**src/rtl/alu_serial_seq.sv**
```systemverilog
// Bit-serial ALU sequencer: drives one external 1-bit ALU slice over WIDTH
// cycles, rippling the carry through a register and shifting the result in LSB first.
module alu_serial_seq #(
    parameter int unsigned WIDTH = 16
) (
    input  logic             CLK,
    input  logic             RESETn,
    input  logic             START,
    input  logic [2:0]       ALUOP,
    input  logic [WIDTH-1:0] A,
    input  logic [WIDTH-1:0] B,
    output logic             BUSY,
    output logic             DONE,
    output logic [WIDTH-1:0] RESULT,
    output logic             COUT,
    output logic             OVF,
    output logic             ZERO,
    output logic             ERR,
    output logic             SA,
    output logic             SB,
    output logic             SCIN,
    output logic             SBINV,
    output logic             SLESS,
    output logic [2:0]       SOP,
    input  logic             SREZ,
    input  logic             SCOUT
);

    localparam int unsigned KW = (WIDTH > 1) ? $clog2(WIDTH) : 1;
    localparam logic [KW-1:0] K_LAST = KW'(WIDTH - 1);

    typedef enum logic [1:0] {
        IDLE,
        RUN,
        FIX,
        FIN
    } state_t;

    typedef enum logic [2:0] {
        OP_AND  = 3'd0,
        OP_OR   = 3'd1,
        OP_XOR  = 3'd2,
        OP_ADD  = 3'd3,
        OP_SUB  = 3'd4,
        OP_SLT  = 3'd5,
        OP_ILL6 = 3'd6,
        OP_ILL7 = 3'd7
    } alu_op_t;

    localparam logic [2:0] SOP_AND = 3'b000;
    localparam logic [2:0] SOP_OR  = 3'b010;
    localparam logic [2:0] SOP_XOR = 3'b011;
    localparam logic [2:0] SOP_ADD = 3'b100;

    state_t           state_q,  state_d;
    alu_op_t          op_q,     op_d;
    logic [WIDTH-1:0] a_q,      a_d;
    logic [WIDTH-1:0] b_q,      b_d;
    logic [KW-1:0]    k_q,      k_d;
    logic             carry_q,  carry_d;
    logic [WIDTH-1:0] result_q, result_d;
    logic             cout_q,   cout_d;
    logic             ovf_q,    ovf_d;
    logic             zero_q,   zero_d;
    logic             err_q,    err_d;
    logic             busy_q,   busy_d;
    logic             done_q,   done_d;

    alu_op_t req_op;

    function automatic logic op_legal(input alu_op_t op);
        return (op != OP_ILL6) && (op != OP_ILL7);
    endfunction

    function automatic logic op_arith(input alu_op_t op);
        return (op == OP_ADD) || (op == OP_SUB) || (op == OP_SLT);
    endfunction

    function automatic logic op_binv(input alu_op_t op);
        return (op == OP_SUB) || (op == OP_SLT);
    endfunction

    function automatic logic [2:0] slice_op(input alu_op_t op);
        logic [2:0] s;
        case (op)
            OP_AND:  s = SOP_AND;
            OP_OR:   s = SOP_OR;
            OP_XOR:  s = SOP_XOR;
            default: s = SOP_ADD;
        endcase
        return s;
    endfunction

    assign req_op = alu_op_t'(ALUOP);

    always_comb begin
        state_d  = state_q;
        op_d     = op_q;
        a_d      = a_q;
        b_d      = b_q;
        k_d      = k_q;
        carry_d  = carry_q;
        result_d = result_q;
        cout_d   = cout_q;
        ovf_d    = ovf_q;
        zero_d   = zero_q;
        err_d    = err_q;
        busy_d   = busy_q;
        done_d   = 1'b0;

        case (state_q)
            IDLE: begin
                if (START) begin
                    a_d      = A;
                    b_d      = B;
                    op_d     = req_op;
                    k_d      = '0;
                    carry_d  = op_binv(req_op);
                    result_d = '0;
                    cout_d   = 1'b0;
                    ovf_d    = 1'b0;
                    zero_d   = 1'b0;
                    err_d    = 1'b0;
                    if (op_legal(req_op)) begin
                        state_d = RUN;
                        busy_d  = 1'b1;
                    end else begin
                        state_d = FIN;
                        busy_d  = 1'b0;
                    end
                end
            end

            RUN: begin
                result_d = {SREZ, result_q[WIDTH-1:1]};
                carry_d  = SCOUT;
                k_d      = k_q + KW'(1);
                if (k_q == K_LAST) begin
                    // carry_q here is the carry into the MSB slice
                    cout_d  = op_arith(op_q) & SCOUT;
                    ovf_d   = op_arith(op_q) & (carry_q ^ SCOUT);
                    if (op_q == OP_SLT) begin
                        state_d = FIX;
                    end else begin
                        state_d = FIN;
                        busy_d  = 1'b0;
                    end
                end
            end

            FIX: begin
                result_d    = '0;
                result_d[0] = result_q[WIDTH-1] ^ ovf_q;
                cout_d      = 1'b0;
                ovf_d       = 1'b0;
                busy_d      = 1'b0;
                state_d     = FIN;
            end

            FIN: begin
                done_d  = 1'b1;
                zero_d  = (result_q == '0);
                err_d   = ~op_legal(op_q);
                state_d = IDLE;
            end

            default: begin
                state_d = IDLE;
                busy_d  = 1'b0;
            end
        endcase
    end

    always_ff @(posedge CLK or negedge RESETn) begin
        if (!RESETn) begin
            state_q  <= IDLE;
            op_q     <= OP_AND;
            a_q      <= '0;
            b_q      <= '0;
            k_q      <= '0;
            carry_q  <= 1'b0;
            result_q <= '0;
            cout_q   <= 1'b0;
            ovf_q    <= 1'b0;
            zero_q   <= 1'b0;
            err_q    <= 1'b0;
            busy_q   <= 1'b0;
            done_q   <= 1'b0;
        end else begin
            state_q  <= state_d;
            op_q     <= op_d;
            a_q      <= a_d;
            b_q      <= b_d;
            k_q      <= k_d;
            carry_q  <= carry_d;
            result_q <= result_d;
            cout_q   <= cout_d;
            ovf_q    <= ovf_d;
            zero_q   <= zero_d;
            err_q    <= err_d;
            busy_q   <= busy_d;
            done_q   <= done_d;
        end
    end

    // Slice drive is purely a decode of the current bit; quiet outside RUN
    always_comb begin
        SA    = 1'b0;
        SB    = 1'b0;
        SCIN  = 1'b0;
        SBINV = 1'b0;
        SOP   = 3'b000;
        if (state_q == RUN) begin
            SA    = a_q[k_q];
            SB    = b_q[k_q];
            SCIN  = carry_q;
            SBINV = op_binv(op_q);
            SOP   = slice_op(op_q);
        end
    end

    assign SLESS  = 1'b0;
    assign BUSY   = busy_q;
    assign DONE   = done_q;
    assign RESULT = result_q;
    assign COUT   = cout_q;
    assign OVF    = ovf_q;
    assign ZERO   = zero_q;
    assign ERR    = err_q;

endmodule

```
**config.mk**
```make
export PLATFORM = sky130hd
export DESIGN_NAME = alu_serial_seq
export DESIGN_NICKNAME = d
export VERILOG_FILES = /design/src/rtl/alu_serial_seq.sv
export SDC_FILE = /design/constraint.sdc
export NUM_CORES = 1
export LEC_CHECK = 0
export ABC_AREA = 1
export ABC_CLOCK_PERIOD_IN_PS = 1700
export CAP_MARGIN = 10
export CORE_MARGIN = 5
export CORE_UTILIZATION = 46
export DETAILED_ROUTE_END_ITERATION = 16
export PLACE_DENSITY = 0.77
export SYNTH_ARGS = -nofsm -noshare
export SYNTH_HDL_FRONTEND = slang
export SYNTH_SLANG_ARGS = --single-unit
```
**constraint.sdc**
```tcl
create_clock -name CLK -period 1.7 [get_ports CLK]
set_clock_uncertainty 0.15 [all_clocks]
set_input_delay 0.255 -clock CLK [delete_from_list [all_inputs] [get_ports CLK]]
set_output_delay 0.255 -clock CLK [all_outputs]
set_load 0.01 [all_outputs]
```
==> out/metrics.yaml <==
path_delay_family: "flip-flops"
start_kind: "flip-flop"
place_congestion: 0.836
final_nets: 597
ant_nets: 0
fin_crit_ns: 2.12
clockBufferDepth: 2
grt_setup_unrepaired: "yes"
reg2regPathDepth: 11
final-hold-violation-count: 0
cts_tree: "built"
r2r-end: "COUT$_DFFE_PN0P_"
drt-vias-per-instance: 5.68
grt_max_degree: 65
fin_crit_sh_pct: 125
hp-class: "input port to asynchronous set/reset pin"
port_buffers: 68
critPathKind: "flip-flop to primary output"
fin_area_sq_um: 5530
fin_util_pct: 81.8
yosysSeqAreaShare_pct: 50.4
cts_root_buffer: "clkbuf_8"
r2r_start: "state_q[1]$_DFFE_PN0P_"
dr.first_iter.drc_count: 416
worst-path-max-fanout: 7
wire_per_inst_um: 19.5
htree_num_levels: 3
fin_ws_ns: -0.420
worstPathArrival_ns: 1.71
outcome: "complete, but fails checks"
ir_worst_vdd_mv: 0.946
required_ns: 1.29
coreArea_sq_um: 6760
netlist_area_sq_um: 3180
p_per_area_nw_per_um2: 1810
clk_latency_ns: 0.35
antenna_found_initial: 0
die_width_um: 93.1
clkSinkCount: 64
grt_overflow: 0
dr.pass1.iters: 6
grtUsageTotal_pct: 22.1
grt_pass1_vias: 3086
finalNonFillerCells: 635
initial_core_util_pct: 47.0
syn_avg_cell_area_sq_um: 7.73
setup_viol: 67
ys_ff_latch: 64
die-height_um: 93.1
worst_hold_slack_ns: 0.295
synth_cells: 411
max-cap-violations: 0
dp_hpwl_mm: 5.91
cpPeakStageDelay_ns: 0.47
yosys_warnings: 0
die_area_sq_um: 8670
cts_buffers: 9
synth_nets: 458
p_leak_nw: 2.78
wl_mm: 12.4
area_growth_syn_to_layout_pct: 74.0
clk_pin_slew_ns: 0.07
critPathSlowestCell: "dfrtp_2"
final_cell_mix: "77 x nand2_1, 62 x dfrtp_1, 45 x inv_1"
final_max_slew_viol_count: 0
dp_cells: 597
vias: 3607
num_rows: 30
r2r_slack_ns: -0.16
ys_types: 26
grt_pass1_wl_mm: 15.1
drive_gt1_share_pct: 41.8
violations: "negative setup slack"
placedInstanceArea_sq_um: 4310
path_cells: "buf_6 > nor2_1 > nor2_1 > nand2_1 > nand3_1 > nand3_1 > a21oi_2 > buf_2"
fmax_mhz: 472
drcViolationCount: 0
cp_num_buf_inv: 2
mostFrequentLayoutCell: "nand2_1"
ioPinCount: 70
antenna_cells: 0
setup.worst_path.end_class: "primary output"
[cell usage after synthesis (all sizes together)]
cell type  count  share of area [%]
nor4           3               0.59
a31oi          1               0.20
buf           18                3.2
inv           57                6.7
clkbuf         1               0.12
nor2          19                2.4
a211oi         2               0.47
o211ai         1               0.24
nand2        126                 15
o22ai          2               0.39
conb           1               0.12
nor3           3               0.47
ha             7                2.8
nand3         39                6.1
nand4          2               0.39
o21ai         58                9.3
a21oi          7                1.2
dfrtp         64                 50
[sequential cells by signal (all words and copies together), names as in the netlist]
| name | count |
|---|---|
| ERR | 1 |
| b_q | 16 |
| COUT | 1 |
| DONE | 1 |
| state_q | 2 |
| RESULT | 16 |
| k_q | 4 |
| a_q | 16 |
| BUSY | 1 |
| carry_q | 1 |
| ZERO | 1 |
| OVF | 1 |
| op_q | 3 |
[kinds of logic after synthesis]
family / synth area share (%)
buf+inv: 10.1
fa+ha+maj: 2.76
compound gates: 11.8
simple gates: 24.9
other cells: 0.118
flops: 50.4
[worst max path at each step]
stage	from	endpoint	slack, ns	depth (start not counted)
floorplan	state_q[1]$_DFFE_PN0P_	SOP[0]	-0.01	5
global placement	k_q[0]$_DFFE_PN0P_	SA	-0.32	8
detailed placement	START	RESULT[6]$_DFFE_PN0P_	-0.35	5
CTS	k_q[0]$_DFFE_PN0P_	SA	-0.27	8
global route	k_q[0]$_DFFE_PN0P_	SA	-0.53	8
finish	k_q[0]$_DFFE_PN0P_	SA	-0.42	8
[layout make-up]
cell class	count	area (sq um)
Clock buffer	10	128
Clock inverter	6	108
Fill cell	354	1230
Inverter	57	243
Multi-Input combinational cell	272	1820
Sequential cell	64	1600
Tap cell	80	100
Timing Repair Buffer	145	1510
Timing Repair inverter	1	16.3
[through the flow]
step	setup slack [ns]	power [mW]	setup TNS [ns]
6_report	-0.420	10.0	-4.56
5_1_grt	-0.527	10.5	-7.08
4_1_cts	-0.268	8.30	-0.824
3_5_place_dp	-0.353	6.17	-6.27
3_3_place_gp	-0.320	6.06	-5.80
2_1_floorplan	-0.0136	4.40	-0.0241
[tightest hold or removal path, stage by stage]
cell and delay [ns]:
dlygate4sd3_1 0.52, buf_2 0.12, buf_12 0.30
[report_power, final]
group	switching, mW	total [mW]	internal (mW)
combinational	3.21	5.93	2.72
sequential	0.384	2.47	2.09
clock	0.643	1.61	0.970
[per-layer routing]
metal | vias up | GRT usage [%] | routed length (um)
li1 | 1583 | - | -
met1 | 1757 | 29.7 | 4940
met2 | 209 | 35.4 | 6060
met3 | 58 | 3.62 | 856
met4 | 0 | 9.16 | 527
met5 | - | 0 | 0
[what timing repair did]
item,in CTS,in global routing
gates cloned,3,9
buffers inserted,6,8
endpoints found under the setup margin,36,76
pin swaps,15,28
endpoints found under the hold margin,64,0
hold buffers,1,0
gates resized for setup,82,147
Note: power is estimated with default switching activity, not from simulation.
